**config.mk**
```make
export PLATFORM = sky130hd
export DESIGN_NAME = range_set_enumerator
export DESIGN_NICKNAME = d
export VERILOG_FILES = /design/src/rtl/range_set_enumerator_pkg.sv /design/src/rtl/range_set_enumerator_cursor.sv /design/src/rtl/range_set_enumerator.sv
export SDC_FILE = /design/constraint.sdc
export NUM_CORES = 1
export LEC_CHECK = 0
export CORE_MARGIN = 2
export CORE_UTILIZATION = 35
export DETAILED_ROUTE_END_ITERATION = 10
export GPL_ROUTABILITY_DRIVEN = 0
export PLACE_DENSITY = 0.61
export SETUP_SLACK_MARGIN = 0.02
export SYNTH_ARGS = -nofsm -noshare
export SYNTH_HDL_FRONTEND = slang
export SYNTH_HIERARCHICAL = 1
export SYNTH_SLANG_ARGS = --single-unit
export TNS_END_PERCENT = 5
```
**constraint.sdc**
```tcl
create_clock -name clk -period 5.05 [get_ports clk]
set_clock_uncertainty 0.2 [all_clocks]
set_input_delay 1.01 -clock clk [delete_from_list [all_inputs] [get_ports clk]]
set_output_delay 1.01 -clock clk [all_outputs]
set_load 0.005 [all_outputs]
```
**src/rtl/range_set_enumerator_pkg.sv**
```systemverilog
// Shared types for the range set enumerator: FSM states, captured range slots,
// and small helpers used by the top level.
package range_enum_pkg;

  // Widest value supported; captured bounds are zero-extended to this width.
  localparam int RANGE_MAX_W = 64;

  typedef enum logic [1:0] {
    IDLE,
    SCAN,
    EMIT,
    DONE
  } state_t;

  typedef struct packed {
    logic [RANGE_MAX_W-1:0] lo;
    logic [RANGE_MAX_W-1:0] hi;
  } range_t;

  function automatic logic range_nonempty(range_t r);
    return r.lo <= r.hi;
  endfunction

  function automatic int idx_width(int n);
    return (n > 1) ? $clog2(n) : 1;
  endfunction

endpackage

```
**src/rtl/range_set_enumerator_cursor.sv**
```systemverilog
// Value cursor for one range: load(lo,hi) primes it, step() advances it,
// at_end_o flags the inclusive upper bound before any increment can wrap.
module range_cursor #(
  parameter int WIDTH = 32
) (
  input  logic             clk,
  input  logic             rst_n,
  input  logic             load_i,
  input  logic             step_i,
  input  logic [WIDTH-1:0] lo_i,
  input  logic [WIDTH-1:0] hi_i,
  output logic [WIDTH-1:0] cur_o,
  output logic             at_end_o
);

  logic [WIDTH-1:0] cur_q, cur_d;
  logic [WIDTH-1:0] hi_q, hi_d;

  always_comb begin
    cur_d = cur_q;
    hi_d  = hi_q;
    if (load_i) begin
      cur_d = lo_i;
      hi_d  = hi_i;
    end else if (step_i) begin
      cur_d = cur_q + 1'b1;
    end
  end

  always_ff @(posedge clk or negedge rst_n) begin
    if (!rst_n) begin
      cur_q <= '0;
      hi_q  <= '0;
    end else begin
      cur_q <= cur_d;
      hi_q  <= hi_d;
    end
  end

  assign cur_o    = cur_q;
  assign at_end_o = (cur_q == hi_q);

endmodule

```
**src/rtl/range_set_enumerator.sv**
```systemverilog
// Streams every member of up to NUM_RANGES inclusive [lo,hi] ranges, in slot
// order, tagged with the slot index. Ranges are snapshotted when start is taken.
module range_set_enumerator
  import range_enum_pkg::*;
#(
  parameter int WIDTH      = 32,
  parameter int NUM_RANGES = 4,
  parameter int IDX_W      = idx_width(NUM_RANGES)
) (
  input  logic                        clk,
  input  logic                        rst_n,
  input  logic                        start,
  input  logic                        abort,
  input  logic [NUM_RANGES-1:0]       range_en,
  input  logic [NUM_RANGES*WIDTH-1:0] range_lo,
  input  logic [NUM_RANGES*WIDTH-1:0] range_hi,
  output logic                        out_valid,
  input  logic                        out_ready,
  output logic [WIDTH-1:0]            out_value,
  output logic [IDX_W-1:0]            out_idx,
  output logic                        busy,
  output logic                        done
);

  localparam logic [IDX_W-1:0] LAST_IDX = IDX_W'(NUM_RANGES - 1);

  state_t                state_q, state_d;
  logic [IDX_W-1:0]      idx_q, idx_d;
  logic [NUM_RANGES-1:0] en_q;
  range_t                ranges_q   [NUM_RANGES];
  range_t                ranges_cap [NUM_RANGES];

  range_t           slot;
  logic             accept_start;
  logic             slot_used;
  logic             last_slot;
  logic             xfer;
  logic             cur_load;
  logic             cur_step;
  logic             at_end;
  logic [WIDTH-1:0] cur;

  always_comb begin
    for (int i = 0; i < NUM_RANGES; i++) begin
      ranges_cap[i] = '0;
      ranges_cap[i].lo[WIDTH-1:0] = range_lo[i*WIDTH +: WIDTH];
      ranges_cap[i].hi[WIDTH-1:0] = range_hi[i*WIDTH +: WIDTH];
    end
  end

  // Output port: a value transfers on a rising edge where out_valid && out_ready
  // && !abort; while out_ready is low, out_value/out_idx hold their current value.
  assign slot         = ranges_q[idx_q];
  assign slot_used    = en_q[idx_q] && range_nonempty(slot);
  assign last_slot    = (idx_q == LAST_IDX);
  assign accept_start = (state_q == IDLE) && start && !abort;
  assign xfer         = (state_q == EMIT) && out_ready && !abort;

  always_comb begin
    state_d  = state_q;
    idx_d    = idx_q;
    cur_load = 1'b0;
    cur_step = 1'b0;
    case (state_q)
      IDLE: begin
        if (accept_start) begin
          state_d = SCAN;
          idx_d   = '0;
        end
      end
      SCAN: begin
        if (slot_used) begin
          cur_load = 1'b1;
          state_d  = EMIT;
        end else if (last_slot) begin
          state_d = DONE;
        end else begin
          idx_d = idx_q + 1'b1;
        end
      end
      EMIT: begin
        // End test precedes the increment so hi = all-ones never wraps.
        if (xfer) begin
          if (!at_end) begin
            cur_step = 1'b1;
          end else if (last_slot) begin
            state_d = DONE;
          end else begin
            idx_d   = idx_q + 1'b1;
            state_d = SCAN;
          end
        end
      end
      DONE:    state_d = IDLE;
      default: state_d = IDLE;
    endcase
    if (abort && (state_q != IDLE)) begin
      state_d  = IDLE;
      cur_load = 1'b0;
      cur_step = 1'b0;
    end
  end

  always_ff @(posedge clk or negedge rst_n) begin
    if (!rst_n) begin
      state_q <= IDLE;
      idx_q   <= '0;
      en_q    <= '0;
      for (int i = 0; i < NUM_RANGES; i++) ranges_q[i] <= '0;
    end else begin
      state_q <= state_d;
      idx_q   <= idx_d;
      if (accept_start) begin
        en_q <= range_en;
        for (int i = 0; i < NUM_RANGES; i++) ranges_q[i] <= ranges_cap[i];
      end
    end
  end

  range_cursor #(
    .WIDTH(WIDTH)
  ) u_cursor (
    .clk      (clk),
    .rst_n    (rst_n),
    .load_i   (cur_load),
    .step_i   (cur_step),
    .lo_i     (slot.lo[WIDTH-1:0]),
    .hi_i     (slot.hi[WIDTH-1:0]),
    .cur_o    (cur),
    .at_end_o (at_end)
  );

  assign out_valid = (state_q == EMIT);
  assign busy      = (state_q == SCAN) || (state_q == EMIT);
  assign done      = (state_q == DONE);
  assign out_value = cur;
  assign out_idx   = idx_q;

endmodule

```
Word-level counts from Yosys, hierarchy flattened --
Index checks and enable logic that the tools add are counted.
Word-level totals: bits in registers 328, input bits 265
Cells by class: add/subtract/negate cells 2, $lt $le $gt $ge 3, multiplexer cells 28, bitwise logic cells 1, eq/ne operators 13, reductions and logical operators 14
Operator list (count):
- 128-bit binary-select mux with 2-bit select | 1
- 128-bit 2-to-1 mux | 2
- 64-bit <= comparator | 1
- 32-bit 2-to-1 mux | 2
- 32-bit by 1-bit adder with 32-bit output, second input constant | 1
- 32-bit == test | 1
- 2-bit 2-to-1 mux | 12
- 1-bit 2-to-1 mux | 8
- 2-bit case mux with 4 select lines | 1
- 2-bit == test, second input constant | 3
- 1-bit logical AND | 6
- 3-bit by 1-bit inequality test with 1-bit output, second input constant | 2
- 2-bit case mux with 3 select lines | 1
- 5-bit AND reduction | 1
- 2-bit by 1-bit inequality test with 1-bit output, second input constant | 2
- 2-bit inequality test, second input constant | 2
- 4-bit inequality test, second input constant | 1
- 4-bit AND reduction | 1
- 2-bit nonzero test | 2
- 3-bit >= comparator, second input constant | 1
- 2-bit by 3-bit less-than comparator with 1-bit output, second input constant | 1
- 3-bit by 2-bit inequality test with 1-bit output, second input constant | 1
- 2-bit NOT with 3-bit output | 1
- 3-bit nonzero test | 1
- other kinds (6) | 6

Depth between registers and ports, before layout --
Gate-level depths: netlist of the first run.
word-level depth 10, mapped depth 18

Cells and area by module --
Netlist of the first run, hierarchy kept.
Modules (own cells, without submodules):
- range_set_enumerator | area an instance 12323.1 sq um, cells each 789, instances 1
- range_cursor | area an instance 3403.3 sq um, cells each 332, instances 1

Least setup slack after synthesis of the first run --
No wires, ideal clock.
path type reg-to-reg, start point reg idx_q[0], in the netlist out_idx[0], end point reg u_cursor.cur_q[11], in the netlist u_cursor/cur_o[11], required time 4715 ps, setup slack 683 ps, stages on the path, launching flop included 17, path buffers 6, data arrival time 4032 ps, clock period less this slack 4367 ps, setup time 135 ps, cells stage by stage dfrtp_1 > clkbuf_1 > buf_2 > buf_2 > mux4_2 > ha_1 > nand4_1 > nor3_1 > a221oi_1 > o211ai_1 > o21ai_1 > nand3_1 > nor2_1 > clkbuf_1 > buf_1 > clkbuf_1 > o21ai_0
RTL lines:
- start, declared | line range_set_enumerator.sv:28 | logic [IDX_W-1:0] idx_q, idx_d;
- start signal, assigned | line range_set_enumerator.sv:112 | idx_q <= idx_d;
- end signal, assigned | line range_set_enumerator_cursor.sv:35 | cur_q <= cur_d;
- end, declared | line range_set_enumerator_cursor.sv:16 | logic [WIDTH-1:0] cur_q, cur_d;

==> results by group, run 1 <==
Hold path
  – Hold WC Path Type: input pin to asynchronous set/reset pin

Synthesis
  – Mapped Area: 0.0157 mm2
  – Mux contribution to synthesized area: 30.5%
  – Synthesized flop and latch total: 328
  – Largest family of logic cells by synthesized area: multiplexers
  – Post-synth cell types: 56
  – Compound-cell area share of the yosys netlist: 3.34%
  – Avg Inst Size Synth: 14.0 um2
  – Post-synthesis cell count: 1,121
  – Register area share after synthesis: 52.2%
  – Ys async rst share: 100%
  – Synthesized-area fraction occupied by adder cells: 3.02%
  – Post-synth EDFFs: 0
  – Top_reg_cell synth: dfrtp_1
  – Post-Syn Nets: 1,424
  – Post-Synth Simple-Gate Area: 5.58%
  – Post-synthesis xor/xnor area fraction: 2.56%
  – Synth warnings: 6

Setup path
  – Crit end category: register
  – CP max stage cell: dfrtp_4
  – Critical path's top delay family: compound AO/OA/AOI/OAI gates
  – CP Launch Point: out_idx[0]
  – Arr. time, crit path: 4.63 ns
  – Req. time, crit path: 5.25 ns
  – Crit-path max FO: 40
  – Worst Setup EP: u_cursor/cur_o[26]
  – Worst r2r src: out_idx[0]
  – Number of cells on the critical path: 16
  – Worst path bufs/invs: 5
  – Kind of critical path: register to register
  – Max stage delay on crit path: 0.70 ns
  – Cell chain of the critical path: buf_4 -> mux4_2 -> inv_1 -> ha_1 -> a21oi_1 -> nand2_1 -> a221oi_1 -> o211ai_1 -> o21ai_1 -> nand3_1 -> nor2_4 -> buf_12 -> clkinv_1 -> buf_4 -> nor2_1 -> a31oi_1
  – Worst r2r path cells: 16
  – Reg-to-Reg End: u_cursor/cur_o[26]
  – CP dominant cell by count: buf_4
  – Reg2reg setup slack: 0.62 ns
  – Startpoint types: register

Drt
  – Vias: 10,300
  – Initial DRC count: 664
  – Pre-antenna DRT Iters: 5
  – Vias/cell: 5.05
  – Mean routed wirelength per cell: 21.0 um
  – Antenna-violating nets left: 0
  – Routed wire length: 42,700 um
  – # DRC: 0

Global route
  – First-pass GRT wire length: 64,900 um
  – GRT Util Overall: 18.4%
  – Gr ovfl total: 0
  – Initial antenna violation count: 0
  – Largest net degree at the start of global routing: 169
  – Vias in the first global route: 10,900

Pwr
  – Leak: 0.00851 uW
  – Worst vdd ir: 263 uV
  – PD cells: 643 mW/mm2

Cells and area
  – Commonest non-fill, non-tap cell in the layout: dfrtp_1
  – FILL cells: 4,043
  – Sequential cell area: 0.00822 mm2
  – Layout cells sized above 1: 31.5%
  – Multi-input logic area: 0.00709 mm2
  – Area growth syn-to-layout: 32.3%
  – Core Util, Final: 46.9%
  – Fin nets: 1,717
  – Design area: 0.0208 mm2
  – ANT cells: 0
  – Most frequent cells in the layout: dfrtp_1 (326), clkdlybuf4s50_1 (300), mux2_2 (292), mux4_2 (65), inv_1 (42)

Timing
  – Final setup fails: 0
  – RSZ-0062 raised after global routing: false
  – Post-route setup TNS: 0 ns
  – Tcrit/Tclk final: 87.7%
  – FMAX: 226 MHz
  – Slew Viols, Final: 0
  – Fin crit period: 4.43 ns
  – Final-report hold violation count: 0
  – Slew of the pin with the lowest slew margin: 1.03 ns
  – Slew headroom: 31.4%

Die
  – Die Wd: 216 um
  – Die H: 216 um
  – Core area: 0.0443 mm2
  – Starting Density: 35.5%
  – # rows: 77
  – Die area: 0.0466 mm2
  – I/O Pins: 302

Clocking
  – Post-CTS setup buffers: 0
  – Clock-pin transition on the worst setup and hold timing paths: 0.06 ns
  – Post-cts sizing count: 0
  – Root buffer cell: clkbuf_16
  – CTS Hold Bufs: 0
  – CTS tree: yes
  – Sink Count: 328
  – H-tree depth: 2
  – Clock buffer depth: 3
  – Worst skew pair latency: 0.54 ns
  – Num CTS Buffers: 38

Status
  – Status: finished clean

Placement
  – Placed cell areas: 0.0194 mm2
  – HPWL after DPL: 31,500 um
  – I/O Buffers: 301

Run
  – Max_cap viols: 0
-- through the flow --
stage / instances / hold slack [ns] / setup slack [ns] / total power (uW)
finish: 2036 / 0.237 / 0.622 / 13400
global route: 2036 / 0.281 / 0.397 / 14300
CTS: 2036 / 0.253 / 0.588 / 13600
detailed placement: 1966 / 0.288 / 0.628 / 10600
global placement: 1966 / 0.282 / 0.722 / 10400
floorplan: 1121 / 0.274 / 0.683 / 8470
-- area by class of cell --
cell class	count	area share, %
clock buffer	59	5.98
clock inverter	11	0.553
tap	592	3.56
sequential	328	39.5
inverter	43	0.776
multi-input combinational	687	34.1
timing repair buffer	316	15.6
-- power by group --
group	switching, uW	internal (uW)
clock network	1120	1800
registers	938	3970
logic	2530	3020
total	4580	8790
-- cell families after synthesis --
kind of cell	Yosys count
adders and majority gates	38
AOI/OAI and AO/OA	83
muxes	361
buffers and inverters	106
and+or+nand+nor	159
DFF	328
xor gates and xnor gates	46
-- flip-flops by register name (all words and copies together), names as in the netlist --
signal and cells:
out_idx 2, u_cursor/cur_o 32, en_q 4, ranges_q 256
state_q 2, u_cursor/hi_q 32
-- metal layers --
layer  global-route usage [%]  share of wire, %
met5                        0                 0
met4                     6.30               2.7
met1                     22.5                41
met3                     3.41               4.5
met2                     32.4                52
-- worst min path at each step --
| stage | from | end | slack, ns | cells after the start |
|---|---|---|---|---|
| floorplan | en_q[2] | en_q[2] | 0.27 | 1 |
| global placement | ranges_q[147] | ranges_q[147] | 0.28 | 1 |
| detailed placement | ranges_q[208] | ranges_q[208] | 0.29 | 1 |
| CTS | rst_n | ranges_q[277] | 0.25 | 1 |
| global route | rst_n | ranges_q[405] | 0.28 | 1 |
| finish | rst_n | ranges_q[405] | 0.24 | 1 |
-- synthesized netlist by cell type (6+ instances only) --
cell        n  area (um2)
a21oi_1    15        75.1
a31oi_1    16         100
buf_1       6        22.5
buf_2      31         155
clkbuf_1   23        86.3
dfrtp_1   328        8210
ha_1       38         475
inv_1      42         158
mux2_2    292        3290
mux4_2     65        1460
nand2_1    40         150
nand3_1    14        70.1
nand4_1    17         106
nor2_1     30         113
nor3_1      6        30.0
nor4_1     15        93.8
o21ai_0    25         125
or4_1       7        52.6
xnor2_1    11        96.3
xor2_1     35         307
No activity file was read; power rests on OpenSTA's default activity.
==> run 2, diff against run 1 <==
Settings changed: ABC_CLOCK_PERIOD_IN_PS set to 5050, SLEW_MARGIN set to 20.
==> results of run 2 <==
Same layout as run 1: the final DEF is identical, and so are final timing and power.
